### src/rtl/cond_logic_reg.sv
// Condition-check and NZCV flag-register stage that follows the ALU.
// Optional performance counters are built when COND_PERF_CNT_EN is defined.
module cond_logic_reg #(
    parameter logic [3:0] FLAG_RST = 4'b0000,
    parameter int         CNT_W    = 32
) (
    input  logic             CLK,
    input  logic             RESETn,
    input  logic             Valid,
    input  logic             Stall,
    input  logic [3:0]       Cond,
    input  logic [3:0]       ALUFlags,
    input  logic [1:0]       FlagW,
    input  logic             PCS,
    input  logic             RegW,
    input  logic             MemW,
    input  logic             NoWrite,
    input  logic             CntClr,
    output logic             CondEx,
    output logic             PCSrc,
    output logic             RegWrite,
    output logic             MemWrite,
    output logic [3:0]       Flags,
    output logic [CNT_W-1:0] ExecCnt,
    output logic [CNT_W-1:0] SquashCnt
);

    logic n_flag, z_flag, c_flag, v_flag;
    logic cond_pass;
    logic flag_we;

    assign {n_flag, z_flag, c_flag, v_flag} = Flags;

    // Conditions test only the registered flags, so an instruction never sees its own result.
    always_comb begin
        cond_pass = 1'b1;
        case (Cond)
            4'b0000: cond_pass = z_flag;
            4'b0001: cond_pass = ~z_flag;
            4'b0010: cond_pass = c_flag;
            4'b0011: cond_pass = ~c_flag;
            4'b0100: cond_pass = n_flag;
            4'b0101: cond_pass = ~n_flag;
            4'b0110: cond_pass = v_flag;
            4'b0111: cond_pass = ~v_flag;
            4'b1000: cond_pass = c_flag & ~z_flag;
            4'b1001: cond_pass = ~c_flag | z_flag;
            4'b1010: cond_pass = (n_flag == v_flag);
            4'b1011: cond_pass = (n_flag != v_flag);
            4'b1100: cond_pass = ~z_flag & (n_flag == v_flag);
            4'b1101: cond_pass = z_flag | (n_flag != v_flag);
            default: cond_pass = 1'b1;
        endcase
    end

    assign CondEx   = Valid & cond_pass;
    assign PCSrc    = PCS & CondEx;
    assign RegWrite = RegW & ~NoWrite & CondEx;
    assign MemWrite = MemW & CondEx;

    assign flag_we = CondEx & ~Stall;

    // gi=0 holds {C,V}, gi=1 holds {N,Z}; each half has its own write enable.
    generate
        for (genvar gi = 0; gi < 2; gi++) begin : g_flag_half
            logic [1:0] half_reg;

            always_ff @(posedge CLK or negedge RESETn) begin
                if (!RESETn) begin
                    half_reg <= FLAG_RST[2*gi +: 2];
                end else if (flag_we && FlagW[gi]) begin
                    half_reg <= ALUFlags[2*gi +: 2];
                end
            end

            assign Flags[2*gi +: 2] = half_reg;
        end
    endgenerate

`ifdef COND_PERF_CNT_EN
    logic [CNT_W-1:0] exec_cnt_reg;
    logic [CNT_W-1:0] squash_cnt_reg;

    // The clear wins over any increment arriving in the same cycle.
    always_ff @(posedge CLK or negedge RESETn) begin
        if (!RESETn) begin
            exec_cnt_reg   <= '0;
            squash_cnt_reg <= '0;
        end else if (CntClr) begin
            exec_cnt_reg   <= '0;
            squash_cnt_reg <= '0;
        end else if (!Stall && Valid) begin
            if (CondEx) begin
                exec_cnt_reg <= exec_cnt_reg + CNT_W'(1);
            end else begin
                squash_cnt_reg <= squash_cnt_reg + CNT_W'(1);
            end
        end
    end

    assign ExecCnt   = exec_cnt_reg;
    assign SquashCnt = squash_cnt_reg;
`else
    logic unused_cnt_clr;

    assign unused_cnt_clr = CntClr;
    assign ExecCnt        = '0;
    assign SquashCnt      = '0;
`endif

endmodule

### config.mk
export PLATFORM = sky130hd
export DESIGN_NAME = cond_logic_reg
export DESIGN_NICKNAME = d
export VERILOG_FILES = /design/src/rtl/cond_logic_reg.sv
export SDC_FILE = /design/constraint.sdc
export NUM_CORES = 1
export LEC_CHECK = 0
export CORE_MARGIN = 1.5
export CORE_UTILIZATION = 27
export DETAILED_ROUTE_END_ITERATION = 8
export GPL_ROUTABILITY_DRIVEN = 0
export PLACE_DENSITY_LB_ADDON = 0.12
export SYNTH_ARGS = -nofsm -noshare
export SYNTH_HDL_FRONTEND = slang
export SYNTH_SLANG_ARGS = --single-unit
### constraint.sdc
create_clock -name CLK -period 1.8 [get_ports CLK]
set_clock_uncertainty 0.15 [all_clocks]
set_input_delay 0.27 -clock CLK [delete_from_list [all_inputs] [get_ports CLK]]
set_output_delay 0.27 -clock CLK [all_outputs]
set_load 0.05 [all_outputs]
# After elaboration in Yosys (flattened, before gate mapping)
# Index checks and enable logic that the tools add are counted.
# totals
regBits	4
out_inout_bits	72
# classes
n_bitwise	16
n_reduce_logical	3
n_mux	1
n_eq_ne	15
# op_table
cell	count
4-bit equality test, second input constant	6
4-bit by 3-bit equality test with 1-bit output, second input constant	4
1-bit case mux with 14 select lines	1
1-bit AND	8
4-bit by 2-bit equality test with 1-bit output, second input constant	2
1-bit NOT	6
4-bit by 1-bit equality test with 1-bit output, second input constant	1
4-bit zero test	1
1-bit logical AND	2
1-bit OR	2
1-bit equality test	1
1-bit != test	1

# Depth between registers and ports, before layout
# depth
word_depth	6
depth_mapped	6

# Worst setup path before layout
# Ideal clock, no wire load.
# synth_path
kind	reg2out
start	register g_flag_half[0].half_reg[0]
end	output port RegWrite
stages_incl_launch_ff	6
arrival_ns	2.695
path_slack_ns	-1.315
required_time_ns	1.380
path_cell_list	dfrtp_1 > nand4bb_1 > a31oi_1 > o211ai_2 > o22ai_1 > and3b_1
# synth_between
elab_chain_cells	5
# synth_rtl
item	line_no	rtl
start, declared	66	logic [1:0] half_reg;
start signal, assigned	70	half_reg <= FLAG_RST[2*gi +: 2];
start signal, assigned	72	half_reg <= ALUFlags[2*gi +: 2];
1-bit != test or 1-bit equality test (tied branches)	--	
1-bit OR or 1-bit AND (tied branches)	51, 50	
1-bit case mux with 14 select lines (*)	37	case (Cond)
1-bit AND (*)	56	assign CondEx = Valid & cond_pass;
named net CondEx	19	output logic CondEx,
1-bit AND (*)	58	assign RegWrite = RegW & ~NoWrite & CondEx;
end, declared	21	output logic RegWrite,
# Mark *: on every way through the listed nets, which the timed path passes. The rest lies on a longest branch.

# Worst setup path after layout
# layout_path
start	register g_flag_half[0].half_reg[0]
end	output port RegWrite
# layout_between
elab_chain_cells	5
# layout_rtl
item	line_no
1-bit != test or 1-bit equality test (tied branches)	--
1-bit OR or 1-bit AND (tied branches)	51, 50
1-bit case mux with 14 select lines (*)	37
1-bit AND (*)	56
1-bit AND (*)	58
# Every way passes the cells marked *; elsewhere a longest branch is shown, timed or not.

==> results.toml <==
[status]
status = "complete, but fails checks"
violations = "setup timing"

[layout]
fin_nets = 171
diodes = 0
largest_register_ffs = 4
finish.instance_area_um2 = 1230
area_delta_synth_final_pct = 35.8
nFillCells = 335
final_util_pct = 39.3
drive_gt1_share_pct = 34.0

[pwr]
p_sw_share_pct = 54.8
vdd_ir_drop_max_mv = 0.674
p_leak_uw = 0.000594
p_clk_share_pct = 7.5
p_sw_uw = 824
p_comb_share_pct = 78.4
p_int_uw = 679
seqPwrFrac_pct = 14.1
p_total_uw = 1500
cellPowerDensity_nw_per_um2 = 1220

[worst_setup_path]
crit_start = "g_flag_half[0].half_reg[0]$_DFFE_PN0P_"
rr_startpoint = "g_flag_half[0].half_reg[0]$_DFFE_PN0P_"
path_max_fanout = 5
crit_cells = 6
critPathBufInv = 1
endpoint = "RegWrite"
crit_required_ps = 1380
crit_path_end_kind = "output port"
critPathSlowestCell = "dfrtp_2"
crit_chain = "nand4bb_4, a31oi_4, o211ai_4, o22ai_4, and3b_2, buf_12"
r2r_slack_ps = -340
cp-start-kind = "flop"
cp_top_family = "simple AND/OR/NAND/NOR gates"
slowest_delay_ps = 430
worstPathArrival_ps = 1780
r2r_cells = 7
r2r-end = "g_flag_half[0].half_reg[1]$_DFFE_PN0P_"
path_class = "flop to output port"

[detailed_routing]
first_pass_iters = 4
totalWireLength_um = 1580
vias = 659
ant_nets = 0
via_per_inst = 3.40
drtIter0Drc = 5
drc = 0
wl_per_cell_um = 8.16

[placed_design]
io_buffers = 25
dp.final_hpwl_um = 1330
dpl_cell_area_um2 = 1080

[synth]
synthMuxAreaShare_pct = 6.08
synth_seq_cells = 4
syn-instance-count = 110
synth_top_family_by_area = "buffers and inverters"
ys_async_sr_fraction_pct = 100
synth_cell_types = 29
synth_ff_type = "dfrtp_1"
syn_area_um2 = 906
synth_compound_area_share_pct = 12.7
avgSynthCellArea_um2 = 8.24
synth-simple-area-share_pct = 13.3
synth_edf_count = 0
synth_adder_area_share_pct = 0
synth-xor-area-share_pct = 0.967
yosysWarnings = 0
synth_seq_area_share_pct = 11.0

[floorplanning]
ios = 91
die_area_um2 = 3710
dieWidth_um = 60.9
core_um2 = 3130
core.rowCount = 20
start_util_pct = 29.0
die_h_um = 60.9

[timing]
fin_ws_ps = -399
fmax_ghz = 0.455
finalHoldViolCount = 0
slew_violations = 0
grt_setup_unrepaired = "yes"
finalSetupViolCount = 8
final.period_utilization_pct = 122
post-route-min-period_ps = 2200

[clocking]
clk_pin_slew_ps = 40
clkLatencyLatePin_ps = 230
h-tree-depth = 1
cts_sinks = 4
numCtsBuffers = 3
cts_root_buffer = "clkbuf_4"
cts_tree = "done"
clockBufferDepth = 2

[global_route]
globalRouteTotalUtil_pct = 7.90
grt_start_max_net_pins = 10
grt_pass1_vias = 527
grt_first_pass_wirelength_um = 2240
antenna_found_initial = 0
grt_overflow = 0

[worst_hold_path]
min_path_type = "input pin to async pin"

[flow_run]
drv_cap = 0
power by group through the flow:
stage                     combinational (uW)  sequential [uW]  clock [uW]
after floorplan                          636              347           0
after detailed placement                 983              203           0
after global routing                    1240              221         122
after CTS                               1080              200         118
after global placement                   982              205           0
final                                   1180              213         112
per-stage QoR:
step	hold WS (ps)	setup slack (ps)	setup TNS, ps	cells
global route	94.5	-452	-3080	194
finish	89.1	-399	-2600	194
CTS	86.0	-445	-2730	193
floorplan	-176	-526	-2110	173
global placement	341	-631	-4530	186
detailed placement	340	-682	-4770	186
layout make-up:
class                           count  area, um^2  area share, %
Timing Repair Buffer               40         385           31.3
Tap cell                           44        55.1           4.48
Clock buffer                        3        22.5           1.83
Sequential cell                     4         105           8.55
Multi-Input combinational cell    102         658           53.5
Inverter                            1        3.75          0.305
worst min path at each step:
| stage | startpoint | end | slack [ps] |
|---|---|---|---|
| after global routing | RESETn | g_flag_half[1].half_reg[0]$_DFFE_PN0P_ | 90 |
| after CTS | RESETn | g_flag_half[0].half_reg[1]$_DFFE_PN0P_ | 90 |
| after global placement | RESETn | g_flag_half[1].half_reg[0]$_DFFE_PN0P_ | 340 |
| after floorplan | RESETn | g_flag_half[0].half_reg[0]$_DFFE_PN0P_ | -180 |
| after detailed placement | RESETn | g_flag_half[0].half_reg[1]$_DFFE_PN0P_ | 340 |
| final | RESETn | g_flag_half[0].half_reg[0]$_DFFE_PN0P_ | 90 |
layer usage:
| metal | vias up | part of all wire [%] | GRT usage, % | routed length [um] |
|---|---|---|---|---|
| li1 | 316 | - | - | - |
| met1 | 290 | 39 | 10.1 | 612 |
| met2 | 53 | 51 | 12.7 | 808 |
| met3 | 0 | 10 | 3.20 | 163 |
| met4 | 0 | 0 | 1.24 | 0 |
| met5 | - | 0 | 0 | 0 |
synthesized netlist by cell type, types with 2 or more instances:
library cell | count | area share (%)
nor2_1 | 2 | 0.83
nand2b_1 | 4 | 2.8
and2_1 | 2 | 1.4
buf_4 | 65 | 54
dfrtp_1 | 4 | 11
o211ai_1 | 2 | 1.7
and3b_1 | 2 | 1.9
o31ai_2 | 2 | 2.8
nor2b_1 | 2 | 1.4
o21ai_0 | 3 | 1.7
mux2_1 | 4 | 5.0
placed cells by master, fill, tap and decap left out, drive strengths merged, types with 3 or more instances in the layout:
cell type and instances:
and3b 3, buf 23, clkbuf 5, clkdlybuf4s50 14, conb 64, dfrtp 4
mux2 4, nand2b 4, o211ai 3, o21ai 3
logic make-up (layout without fill, tap and decap cells):
group           count (synthesis)  count (layout)
buf+inv                        67              44
simple gates                   18              18
compound gates                 14              14
mux                             5               5
flops                           4               4
other cells                     1              64
xor+xnor                        1               1
what timing repair did:
item                                    4_1_cts  5_1_grt
pin swaps                                     6        4
endpoints found under the setup margin        8        8
gates resized for setup                       8       16
hold buffers                                  0        0
setup buffers                                 4        1
gates cloned                                  0        0
Power figures use the tool's default switching activity.
